## src/rtl/ifetch_pkg.sv

```systemverilog
// Shared types and constants for the instruction-fetch sequencer.
package ifetch_pkg;

    typedef enum logic [1:0] {START, FETCH, HALT} fetch_state_e;

    typedef struct packed {
        logic [31:0] pc;
        logic [31:0] instr;
    } fetch_entry_t;

    localparam logic [31:0] PC_STEP = 32'd4;

endpackage

```

## src/rtl/ifetch_ctrl_fifo.sv

```systemverilog
// DEPTH-entry synchronous FIFO of fetch entries; flush wins over push/pop.
module fetch_fifo
    import ifetch_pkg::*;
#(
    parameter int DEPTH = 2
) (
    input  logic                    clk,
    input  logic                    reset,
    input  logic                    push,
    input  logic                    pop,
    input  logic                    flush,
    input  fetch_entry_t            wr_data,
    output fetch_entry_t            rd_data,
    output logic                    full,
    output logic                    empty,
    output logic [$clog2(DEPTH):0]  count
);

    localparam int AW = $clog2(DEPTH);
    localparam logic [AW:0] DEPTH_C = (AW+1)'(DEPTH);

    fetch_entry_t  mem [DEPTH];
    logic [AW-1:0] rd_ptr;
    logic [AW-1:0] wr_ptr;
    logic          do_push;
    logic          do_pop;

    assign empty   = (count == '0);
    assign full    = (count == DEPTH_C);
    assign do_pop  = pop && !empty;
    // A pop frees the slot this cycle, so a full queue still accepts a push.
    assign do_push = push && (!full || do_pop);
    assign rd_data = mem[rd_ptr];

    always_ff @(posedge clk) begin
        if (do_push && !flush) begin
            mem[wr_ptr] <= wr_data;
        end
    end

    always_ff @(posedge clk) begin
        if (reset || flush) begin
            rd_ptr <= '0;
            wr_ptr <= '0;
            count  <= '0;
        end else begin
            if (do_push) wr_ptr <= wr_ptr + AW'(1);
            if (do_pop)  rd_ptr <= rd_ptr + AW'(1);
            case ({do_push, do_pop})
                2'b10:   count <= count + (AW+1)'(1);
                2'b01:   count <= count - (AW+1)'(1);
                default: ;
            endcase
        end
    end

endmodule

```

## src/rtl/ifetch_ctrl.sv

```systemverilog
// Instruction-fetch sequencer: owns the fetch PC, queues ROM words, handles redirect/halt.
// Optional sticky bounds fault enabled by IFETCH_BOUNDS_CHECK_EN.
module ifetch_ctrl
    import ifetch_pkg::*;
#(
    parameter logic [31:0] RESET_PC  = 32'h0000_0000,
    parameter int          DEPTH     = 2,
    parameter int          MEM_WORDS = 64
) (
    input  logic        clk,
    input  logic        reset,
    output logic [31:0] imem_addr,
    input  logic [31:0] imem_instr,
    output logic        out_valid,
    input  logic        out_ready,
    output logic [31:0] out_instr,
    output logic [31:0] out_pc,
    input  logic        redirect_valid,
    input  logic [31:0] redirect_pc,
    input  logic        halt_req,
    output logic        halted,
    output logic        fault
);

    localparam int AW = $clog2(DEPTH);
    localparam logic [AW:0] DEPTH_C = (AW+1)'(DEPTH);

    if (DEPTH < 2 || (DEPTH & (DEPTH - 1)) != 0 || MEM_WORDS < 1) begin : g_bad_cfg
        $error("ifetch_ctrl: DEPTH must be a power of two >= 2 and MEM_WORDS >= 1");
    end

    fetch_state_e state, state_nx;
    logic [31:0]  fetch_pc, pc_nx;
    logic         push, pop, flush, can_push;
    logic         redir_ok, resume_ok;
    logic         full, empty;
    logic [AW:0]  count;
    fetch_entry_t wr_entry, head;

`ifdef IFETCH_BOUNDS_CHECK_EN
    logic fault_q, fault_set, oob;
    assign redir_ok  = redirect_valid && !fault_q;
    assign resume_ok = !fault_q;
    assign oob       = ({2'b00, fetch_pc[31:2]} >= 32'(MEM_WORDS));
    assign fault     = fault_q;

    always_ff @(posedge clk) begin
        if (reset)          fault_q <= 1'b0;
        else if (fault_set) fault_q <= 1'b1;
    end
`else
    assign redir_ok  = redirect_valid;
    assign resume_ok = 1'b1;
    assign fault     = 1'b0;
`endif

    assign pop            = out_valid && out_ready;
    assign can_push       = (count < DEPTH_C) || pop;
    assign wr_entry.pc    = fetch_pc;
    assign wr_entry.instr = imem_instr;

    always_comb begin
        state_nx = state;
        pc_nx    = fetch_pc;
        push     = 1'b0;
        flush    = 1'b0;
`ifdef IFETCH_BOUNDS_CHECK_EN
        fault_set = 1'b0;
`endif
        unique case (state)
            START: state_nx = FETCH;
            FETCH: begin
                if (redir_ok) begin
                    flush = 1'b1;
                    pc_nx = redirect_pc & 32'hFFFF_FFFC;
                end else if (halt_req) begin
                    state_nx = HALT;
                end else if (can_push) begin
`ifdef IFETCH_BOUNDS_CHECK_EN
                    if (oob) begin
                        fault_set = 1'b1;
                        state_nx  = HALT;
                    end else
`endif
                    begin
                        push  = 1'b1;
                        pc_nx = fetch_pc + PC_STEP;
                    end
                end
            end
            HALT: begin
                if (redir_ok) begin
                    flush    = 1'b1;
                    pc_nx    = redirect_pc & 32'hFFFF_FFFC;
                    state_nx = FETCH;
                end else if (!halt_req && resume_ok) begin
                    state_nx = FETCH;
                end
            end
            default: state_nx = START;
        endcase
    end

    always_ff @(posedge clk) begin
        if (reset) begin
            state    <= START;
            fetch_pc <= RESET_PC;
        end else begin
            state    <= state_nx;
            fetch_pc <= pc_nx;
        end
    end

    fetch_fifo #(.DEPTH(DEPTH)) u_fifo (
        .clk     (clk),
        .reset   (reset),
        .push    (push),
        .pop     (pop),
        .flush   (flush),
        .wr_data (wr_entry),
        .rd_data (head),
        .full    (full),
        .empty   (empty),
        .count   (count)
    );

    always_ff @(posedge clk) begin
        if (!reset) assert (full == (count == DEPTH_C));
    end

    assign imem_addr = fetch_pc;
    assign out_valid = !empty;
    assign out_pc    = out_valid ? head.pc    : '0;
    assign out_instr = out_valid ? head.instr : '0;
    assign halted    = (state == HALT);

endmodule

```

## config.mk

```make
export PLATFORM = sky130hd
export DESIGN_NAME = ifetch_ctrl
export DESIGN_NICKNAME = d
export VERILOG_FILES = /design/src/rtl/ifetch_pkg.sv /design/src/rtl/ifetch_ctrl_fifo.sv /design/src/rtl/ifetch_ctrl.sv
export SDC_FILE = /design/constraint.sdc
export NUM_CORES = 1
export LEC_CHECK = 0
export CAP_MARGIN = 40
export CELL_PAD_IN_SITES_DETAIL_PLACEMENT = 0
export CELL_PAD_IN_SITES_GLOBAL_PLACEMENT = 2
export CORE_UTILIZATION = 33
export CTS_BUF_LIST = sky130_fd_sc_hd__clkbuf_8 sky130_fd_sc_hd__clkbuf_16
export CTS_CLUSTER_SIZE = 24
export DETAILED_ROUTE_END_ITERATION = 8
export PLACE_DENSITY = 0.84
export SETUP_SLACK_MARGIN = 0.05
export SKIP_LAST_GASP = 1
export SLEW_MARGIN = 10
export SYNTH_ARGS = -nofsm -noshare
export SYNTH_HDL_FRONTEND = slang
export SYNTH_HIERARCHICAL = 1
export SYNTH_SLANG_ARGS = --single-unit
```

## constraint.sdc

```tcl
create_clock -name clk -period 10.1 [get_ports clk]
set_clock_uncertainty 0.2 [all_clocks]
set_input_delay 1.01 -clock clk [delete_from_list [all_inputs] [get_ports clk]]
set_output_delay 1.01 -clock clk [all_outputs]
set_load 0.05 [all_outputs]
```

==> flow_summary.ini <==
[sta]
finalSetupViolations = 0
hold_violations = 0
rsz0062_at_grt = no
tightest_slew_ns = 0.831
finalMaxSlewViolations = 0
min_period_ns = 3.77
fin_ws_ns = 6.33
worst_hold_slack_ns = 0.314
slew-limit-headroom_pct = 44.5
fmax_ghz = 0.265
period_share_pct = 37.4
fin_tns_setup_ns = 0

[critical_path]
worstPathMaxFanout = 55
criticalPathCategory = reg2out
cp.arrival_ns = 2.56
crit_path_start_kind = flip-flop
cp_num_buf_inv = 2
critPathMaxStageDelay_ns = 0.79
crit_slowest_cell = clkdlybuf4s50_1
crit_chain = buf_16, mux2_2, nor2b_1, clkdlybuf4s50_1
crit_path_end_kind = output port
critical_path_required_ns = 8.89
crit_family = buffers and inverters

[final_layout]
final_area_sq_um = 10100
syn2layout_area_growth_pct = 33.8
fin_nets = 850
filler_cell_count = 2079
drive_above_1_share_pct = 16.2

[placed_design]
place_ws_ns = 6.22
placed_area_sq_um = 9590
hpwl_mm = 12.7
portBuffers = 162
gp_congestion = 0.752

[clocking]
cts.sinks = 165
ctsHtreeMaxLevel = 4
clkTransAtPathRegs_ns = 0.07
root_buffer = clkbuf_16
postCtsHoldBufs = 0
cts_resized = 0
postCtsSetupRepairBufs = 0
cts_tree = done
clock_path_buffers = 2
cts_made_buffers = 17
clk_latency_ns = 0.42

[die]
std_cell_rows = 55
dieArea_sq_um = 23600
start_util_pct = 33.6
die_height_microns = 154
core_area_sq_um = 22600
die_width_microns = 154
ios = 168

[pwr]
p_comb_share_pct = 16.2
internal_power_w = 0.00121
p_clk_share_pct = 36.5
ir_worst_vdd_v = 0.0000901
seqPwrFrac_pct = 47.3
power_switching_w = 0.000477
power.density_nw_per_um2 = 166
total_leakage_power_nw = 3.30
switching_share_pct = 28.3

[detailed_routing]
vias_per_cell = 5.00
drt_iter0_drc = 313
remaining_drc_errors = 0
postRouteAntennaNets = 0
post_drt_wl_per_cell_microns = 17.6
vias = 5375
first_pass_iters = 5
drt-total-wl_mm = 19.0

[min_path]
hp-class = reg2reg

[global_route]
grt_max_degree = 66
track_usage_pct = 16.4
grt_pass1_wl_mm = 29.9
antenna_found_initial = 1
first_global_vias = 5354
grt_overflow = 0

[synthesis]
syn_inst = 612
yosysWarnings = 6
syn_area_sq_um = 7580
syn_area_per_cell_sq_um = 12.4

[job]
maxCapViolCount = 0

[run_status]
status = finished clean
-- area by class of cell --
class | instances | area [sq um] | share of cell area [%]
sequential | 165 | 4590 | 45.2
multi-input combinational | 404 | 2800 | 27.6
timing repair buffer | 176 | 1800 | 17.7
clock buffer | 17 | 425 | 4.19
tap | 285 | 357 | 3.51
clock inverter | 15 | 130 | 1.28
inverter | 12 | 45.0 | 0.444
antenna | 1 | 2.50 | 0.0247
-- per-layer routing --
layer	GRT usage, %	wire length (microns)	vias to the layer above
met5	0	0	-
met3	3.49	995	21
met1	20.9	8490	2574
met2	27.1	9100	173
li1	-	-	2607
met4	6.95	380	0
-- per-stage QoR --
stage          instances  power [W]  util (%)
2_1_floorplan        618   0.000975         -
3_3_place_gp        1035    0.00108      41.9
3_5_place_dp        1042    0.00109      42.5
4_1_cts             1074    0.00170      44.9
5_1_grt             1074    0.00175      44.9
6_report            1075    0.00168      45.0
-- final timing paths --
check	endpoint	start	cells past startpoint	slack, ns
min	u_fifo/wr_ptr	u_fifo/wr_ptr	2	0.31
max	out_pc[14]	flip-flop	4	6.33
max reg2reg	u_fifo/mem[0][33]	u_fifo/count[1]	7	6.99
min reg2reg	u_fifo/wr_ptr	u_fifo/wr_ptr	2	0.31
-- worst register-to-register path, delay by kind of cell (launching register included) --
family                 cells  cell delay [ns]
buffers and inverters      2             0.66
AND/OR/NAND/NOR            3             0.41
flip-flops                 1             0.55
AO/OA/AOI/OAI              2             0.91
-- power groups by stage --
stage	logic (W)	registers (W)	clock network [W]
after floorplan	0.000128	0.000847	0
after global placement	0.000267	0.000810	0
after detailed placement	0.000274	0.000813	0
after CTS	0.000275	0.000798	0.000632
after global routing	0.000292	0.000802	0.000659
final	0.000273	0.000797	0.000614
-- layout by cell type (no fill, tap or decap), drive strengths merged, types with 4 or more instances in the layout --
cell type,count
edfxtp,128
dfxtp,37
clkinvlp,5
and3,6
a31oi,8
nor2,33
ha,5
buf,13
nor2b,65
conb,7
mux2,65
a21oi,32
inv,16
o31ai,7
nand3,12
a32o,4
nand2b,5
clkbuf,17
nor4,5
clkdlybuf4s50,162
nand2,43
nor3,10
o21ai,19
o22ai,4
clkinv,5
nand4,14
-- registers in the layout, summed over array words and instances (netlist names), named ones only --
| name | cells |
|---|---|
| imem_addr | 30 |
| state | 2 |
| u_fifo/count | 2 |
| u_fifo/mem | 128 |
| u_fifo/rd_ptr | 1 |
| u_fifo/wr_ptr | 1 |
Note: power is estimated with default switching activity, not from simulation.
